File: src/rtl/mem_seq_pkg.sv
// Shared types and default widths for mem_seq_master and the memory it drives.
package mem_seq_pkg;

    localparam int ADDR_W_DEF = 8;
    localparam int DATA_W_DEF = 16;

    typedef enum logic [1:0] {
        OP_NOP   = 2'd0,
        OP_WRITE = 2'd1,
        OP_READ  = 2'd2,
        OP_RSVD  = 2'd3
    } op_t;

    typedef enum logic [2:0] {
        ST_IDLE,
        ST_WR,
        ST_RD_ISSUE,
        ST_RD_WAIT,
        ST_RD_OUT
    } state_t;

endpackage

File: src/rtl/mem_seq_master.sv
// Command-driven sequencer that fills and burst-reads the single-port memory,
// streaming read words back on a valid/ready port with a last-word flag.
module mem_seq_master
    import mem_seq_pkg::*;
#(
    parameter int ADDR_W       = ADDR_W_DEF,
    parameter int DATA_W       = DATA_W_DEF,
    parameter int LEN_W        = 9,
    parameter int READ_LATENCY = 1
) (
    input  logic              clk,
    input  logic              reset,
    input  logic              cmd_valid,
    output logic              cmd_ready,
    input  logic [1:0]        cmd_op,
    input  logic [ADDR_W-1:0] cmd_addr,
    input  logic [LEN_W-1:0]  cmd_len,
    input  logic [DATA_W-1:0] cmd_data,
    output logic              rd_valid,
    input  logic              rd_ready,
    output logic [DATA_W-1:0] rd_data,
    output logic              rd_last,
    output logic              done,
    output logic              busy,
    output logic [ADDR_W-1:0] mem_address,
    output logic [DATA_W-1:0] mem_data_in,
    output logic              mem_write_enable,
    output logic              mem_read_enable,
    input  logic [DATA_W-1:0] mem_data_out
);

    localparam int LAT_W = (READ_LATENCY > 1) ? $clog2(READ_LATENCY) : 1;
    localparam logic [LAT_W-1:0] LAT_LAST = LAT_W'(READ_LATENCY - 1);

    state_t            r_state;
    state_t            w_next;
    logic [ADDR_W-1:0] r_addr;
    logic [LEN_W-1:0]  r_rem;
    logic [DATA_W-1:0] r_wdata;
    logic [DATA_W-1:0] r_rd_data;
    logic [LAT_W-1:0]  r_lat;
    logic              r_done;
    op_t               w_op;
    logic              w_launch;
    logic              w_step;
    logic              w_capture;
    logic              w_done_next;
    logic              w_last;

    assign w_op   = op_t'(cmd_op);
    assign w_last = (r_rem == LEN_W'(1));

    always_ff @(posedge clk) begin
        if (reset) begin
            r_state <= ST_IDLE;
        end else begin
            r_state <= w_next;
        end
    end

    // The address is not advanced on the final word so mem_address keeps
    // showing the last location touched once the command finishes.
    always_ff @(posedge clk) begin
        if (reset) begin
            r_addr    <= '0;
            r_rem     <= '0;
            r_wdata   <= '0;
            r_rd_data <= '0;
            r_lat     <= '0;
            r_done    <= 1'b0;
        end else begin
            r_done <= w_done_next;
            if (w_launch) begin
                r_addr <= cmd_addr;
                r_rem  <= cmd_len;
                if (w_op == OP_WRITE) begin
                    r_wdata <= cmd_data;
                end
            end
            if (w_step) begin
                r_addr <= r_addr + ADDR_W'(1);
                r_rem  <= r_rem - LEN_W'(1);
            end
            if (r_state == ST_RD_ISSUE) begin
                r_lat <= '0;
            end else if (r_state == ST_RD_WAIT && !w_capture) begin
                r_lat <= r_lat + LAT_W'(1);
            end
            if (w_capture) begin
                r_rd_data <= mem_data_out;
            end
        end
    end

    always_comb begin
        w_next           = r_state;
        w_launch         = 1'b0;
        w_step           = 1'b0;
        w_capture        = 1'b0;
        w_done_next      = 1'b0;
        cmd_ready        = 1'b0;
        busy             = 1'b0;
        done             = 1'b0;
        rd_valid         = 1'b0;
        rd_last          = 1'b0;
        rd_data          = '0;
        mem_address      = '0;
        mem_data_in      = '0;
        mem_write_enable = 1'b0;
        mem_read_enable  = 1'b0;

        case (r_state)
            ST_IDLE: begin
                if (cmd_valid) begin
                    if (w_op == OP_WRITE && cmd_len != '0) begin
                        w_next   = ST_WR;
                        w_launch = 1'b1;
                    end else if (w_op == OP_READ && cmd_len != '0) begin
                        w_next   = ST_RD_ISSUE;
                        w_launch = 1'b1;
                    end else begin
                        w_done_next = 1'b1;
                    end
                end
            end
            ST_WR: begin
                if (w_last) begin
                    w_next      = ST_IDLE;
                    w_done_next = 1'b1;
                end else begin
                    w_step = 1'b1;
                end
            end
            ST_RD_ISSUE: w_next = ST_RD_WAIT;
            ST_RD_WAIT: begin
                if (r_lat == LAT_LAST) begin
                    w_capture = 1'b1;
                    w_next    = ST_RD_OUT;
                end
            end
            ST_RD_OUT: begin
                if (rd_ready) begin
                    if (w_last) begin
                        w_next      = ST_IDLE;
                        w_done_next = 1'b1;
                    end else begin
                        w_step = 1'b1;
                        w_next = ST_RD_ISSUE;
                    end
                end
            end
            default: w_next = ST_IDLE;
        endcase

        // Every output is forced low for as long as reset is held.
        if (!reset) begin
            cmd_ready        = (r_state == ST_IDLE);
            busy             = (r_state != ST_IDLE);
            done             = r_done;
            rd_valid         = (r_state == ST_RD_OUT);
            rd_last          = (r_state == ST_RD_OUT) && w_last;
            rd_data          = r_rd_data;
            mem_address      = r_addr;
            mem_data_in      = r_wdata;
            mem_write_enable = (r_state == ST_WR);
            mem_read_enable  = (r_state == ST_RD_ISSUE);
        end
    end

endmodule

File: config.mk
export PLATFORM = sky130hd
export DESIGN_NAME = mem_seq_master
export DESIGN_NICKNAME = d
export VERILOG_FILES = /design/src/rtl/mem_seq_pkg.sv /design/src/rtl/mem_seq_master.sv
export SDC_FILE = /design/constraint.sdc
export NUM_CORES = 1
export LEC_CHECK = 0
export ABC_CLOCK_PERIOD_IN_PS = 2800
export BUFFER_PORTS_ARGS = -buffer_cell sky130_fd_sc_hd__buf_2
export CAP_MARGIN = 20
export CORE_AREA = 5 5 80 82
export CTS_BUF_LIST = sky130_fd_sc_hd__clkbuf_16
export DETAILED_ROUTE_END_ITERATION = 8
export DIE_AREA = 0 0 85 87
export GPL_TIMING_DRIVEN = 0
export HOLD_SLACK_MARGIN = 0.12
export PLACE_DENSITY = 0.81
export REMOVE_ABC_BUFFERS = 1
export SLEW_MARGIN = 20
export SYNTH_ARGS = -nofsm -noshare
export SYNTH_HDL_FRONTEND = slang
export SYNTH_SLANG_ARGS = --single-unit
export TNS_END_PERCENT = 100
File: constraint.sdc
create_clock -name clk -period 2.8 [get_ports clk]
set_input_delay 0.84 -clock clk [delete_from_list [all_inputs] [get_ports clk]]
set_output_delay 0.84 -clock clk [all_outputs]
set_load 0.01 [all_outputs]
==> results.yml <==
synth:
  synth-main-ff-cell: "dfxtp_1"
  synthArstFlopShare_pct: 0
  synth_seq_area_share_pct: 38.9
  ys_seq_elements: 54
  synthCells: 343
  postSynthAreaPerCell_um2: 8.09
  synth-edff-count: 0
  ys_warn_count: 0
  syn_area_um2: 2780
  synth_cell_types: 52
floorplanning:
  dieArea_um2: 7400
  core_area_um2: 5680
  ios: 102
  rows: 28
  dieHeight_um: 87
  start_util_pct: 48.9
  die_w_um: 85
power_and_ir_drop:
  p_per_area_nw_per_um2: 546
  leakagePower_uw: 0.00150
  ir_drop_mv: 0.337
  total_power_uw: 1890
global_routing:
  antenna_found_initial: 0
  grt_pass1_wl_um: 10600
  grt_pass1_vias: 2395
  grt-ovfl-total: 0
  track_usage_pct: 17.3
  grt_max_degree: 80
placement:
  gp_congestion: 0.899
  port_buffers: 101
  dp_hpwl_um: 4760
  dp_slack_ns: 0.0834
route:
  routed_wl_um: 6530
  firstDrtPassIters: 5
  wire_per_inst_um: 13.0
  drt-initial-drc-count: 105
  viasPerCell: 5.26
  vias: 2651
  postRouteAntennaNets: 0
  drc: 0
clocking:
  cts.sinks: 54
  clock_path_buffers: 2
  postCtsSetupRepairBufs: 0
  clk_latency_ns: 0.28
  post_cts_resized: 0
  cts_root_buffer: "clkbuf_16"
  path_clk_slew_ns: 0.06
  numCtsBuffers: 5
  ctsHoldBuffers: 0
  h-tree-depth: 2
  cts_tree: "built"
timing:
  tns_ns: 0
  finalMaxSlewViolations: 0
  min_period_ns: 2.71
  fin_skew_ns: 0.00218
  setup_ws_ns: 0.0927
  slew_headroom_pct: 36.4
  setup_viol: 0
  fmax_mhz: 369
  tightest_slew_ns: 0.954
  hold_viol_final: 0
  fin_crit_sh_pct: 96.7
  rsz0062_at_grt: "no"
worst_hold_path:
  hold_depth: 2
  hp-start: "r_rd_data[8]"
  hold_class: "flop to flop"
  min_to: "r_rd_data[8]"
layout:
  fill_cells: 522
  diodes: 0
  areaGrowthSynthToFinish_pct: 24.5
  drive_above_1_share_pct: 28.2
  final_core_util_pct: 60.9
  nets: 486
job:
  maxCapViolCount: 0
critical_path:
  cp.arrival_ns: 1.87
  crit_path_cell_trace: "buf_4 -> buf_16 -> nor3_1 -> and2_2 -> buf_2"
  regToRegEndpoint: "r_wdata[7]"
  worst-setup-path-type: "input pin to output pin"
  startpoint_type: "input pin"
  cpMaxStageDelayCell: "buf_16"
  worst_ep_required_time_ns: 1.96
  reg2reg_depth: 5
  slowest_delay_ns: 0.31
  worstSetupEndpointType: "output pin"
  r2r-start: "r_state[0]"
  cp_max_fo: 79
  worst-r2r-setup-slack_ns: 0.63
run_status:
  status: "complete, no violations"
## per-stage QoR
stage	area, um^2	instances	hold slack, ns
global placement	3260	495	0.437
detailed placement	3290	496	0.442
floorplan	2660	319	0.426
CTS	3460	504	0.452
finish	3460	504	0.449
global route	3460	504	0.464
## layer usage
metal | wire length [um] | track usage (%) | vias up
met5 | 0 | 0 | -
met3 | 553 | 5.11 | 4
met2 | 2980 | 29.9 | 101
met1 | 2970 | 21.4 | 1186
li1 | - | - | 1360
met4 | 35 | 3.31 | 0
## critical path, delay by kind of cell
family / cells / cell delay [ns]
buffers and inverters: 3 / 0.69
AND/OR/NAND/NOR: 2 / 0.31
## cells in the mapped netlist (3+ instances only)
library cell	count	share of area, %
ha_1	3	1.4
nand2_1	44	5.9
nor2b_1	40	9.0
inv_1	6	0.81
nor2_1	34	4.6
nand3_1	7	1.3
dfxtp_1	54	39
nand3b_1	3	0.81
o21ai_0	10	1.8
buf_2	3	0.54
mux2i_1	17	6.1
nor3_1	7	1.3
clkbuf_1	15	2.0
buf_4	4	1.1
nor4_1	4	0.90
and3_1	3	0.68
nand2b_1	7	1.6
a2111oi_0	4	1.3
and2_1	5	1.1
a31oi_1	8	1.8
a21oi_1	23	4.1
## worst max path at each step
stage,startpoint,endpoint,slack (ns)
after floorplan,reset,rd_last,0.56
after global placement,reset,rd_last,-0.62
after detailed placement,reset,rd_last,0.08
after CTS,reset,rd_last,0.08
after global routing,reset,rd_last,0.01
final,reset,rd_last,0.09
## cell usage in the layout (no fill, tap or decap), drive strengths merged, types with 2 or more instances in the layout
| master | Yosys | routed |
|---|---|---|
| buf | 9 | 102 |
| dfxtp | 54 | 54 |
| nand2 | 44 | 44 |
| nor2b | 40 | 40 |
| nor2 | 35 | 35 |
| a21oi | 24 | 24 |
| mux2i | 17 | 17 |
| o21ai | 10 | 10 |
| a31oi | 8 | 8 |
| nand2b | 8 | 8 |
| inv | 6 | 7 |
| nor3 | 7 | 7 |
| nand3 | 7 | 7 |
| and2 | 6 | 6 |
| clkbuf | 15 | 5 |
| nor4 | 5 | 5 |
| a2111oi | 4 | 4 |
| and3 | 3 | 3 |
| nand3b | 3 | 3 |
| ha | 3 | 3 |
| and4 | 3 | 3 |
| nor3b | 2 | 2 |
| a22oi | 2 | 2 |
| or2 | 2 | 2 |
| nand4b | 2 | 2 |
| a311oi | 2 | 2 |
| o22ai | 2 | 2 |
| a211oi | 2 | 2 |
| a2bb2oi | 2 | 2 |
| o311ai | 2 | 2 |
| o211ai | 2 | 2 |
| or3 | 2 | 2 |
## flip-flops by register name, indices dropped and copies added, names as in the netlist
| name | flops |
|---|---|
| r_addr | 8 |
| r_done | 1 |
| r_wdata | 16 |
| r_rem | 9 |
| r_state | 3 |
| r_rd_data | 16 |
| r_lat | 1 |
## logic make-up after synthesis
group                    count (synthesis)  share of synthesized area (%)
adder cells (fa/ha/maj)                  3                           1.35
flip-flops                              54                           38.9
buffers and inverters                   30                           5.00
XOR/XNOR                                 1                          0.316
AO/OA/AOI/OAI                           66                           15.3
multiplexers                            17                           6.13
AND/OR/NAND/NOR                        172                           33.0
## final cells by class
| type | instances | area (um^2) | area share (%) |
|---|---|---|---|
| inverters | 6 | 22.5 | 0.652 |
| flip-flops and latches | 54 | 1080 | 31.3 |
| multi-input cells | 259 | 1560 | 45.0 |
| repair buffers | 102 | 536 | 15.5 |
| clock inverters | 3 | 41.3 | 1.19 |
| well taps | 75 | 93.8 | 2.72 |
| clock buffers | 5 | 125 | 3.62 |
## where the power goes
| group | switching (uW) | internal (uW) | total, uW |
|---|---|---|---|
| Clock | 261 | 418 | 680 |
| Sequential | 50.3 | 814 | 865 |
| Combinational | 186 | 156 | 342 |
| Total | 498 | 1390 | 1890 |
(Power assumes the default switching activity.)
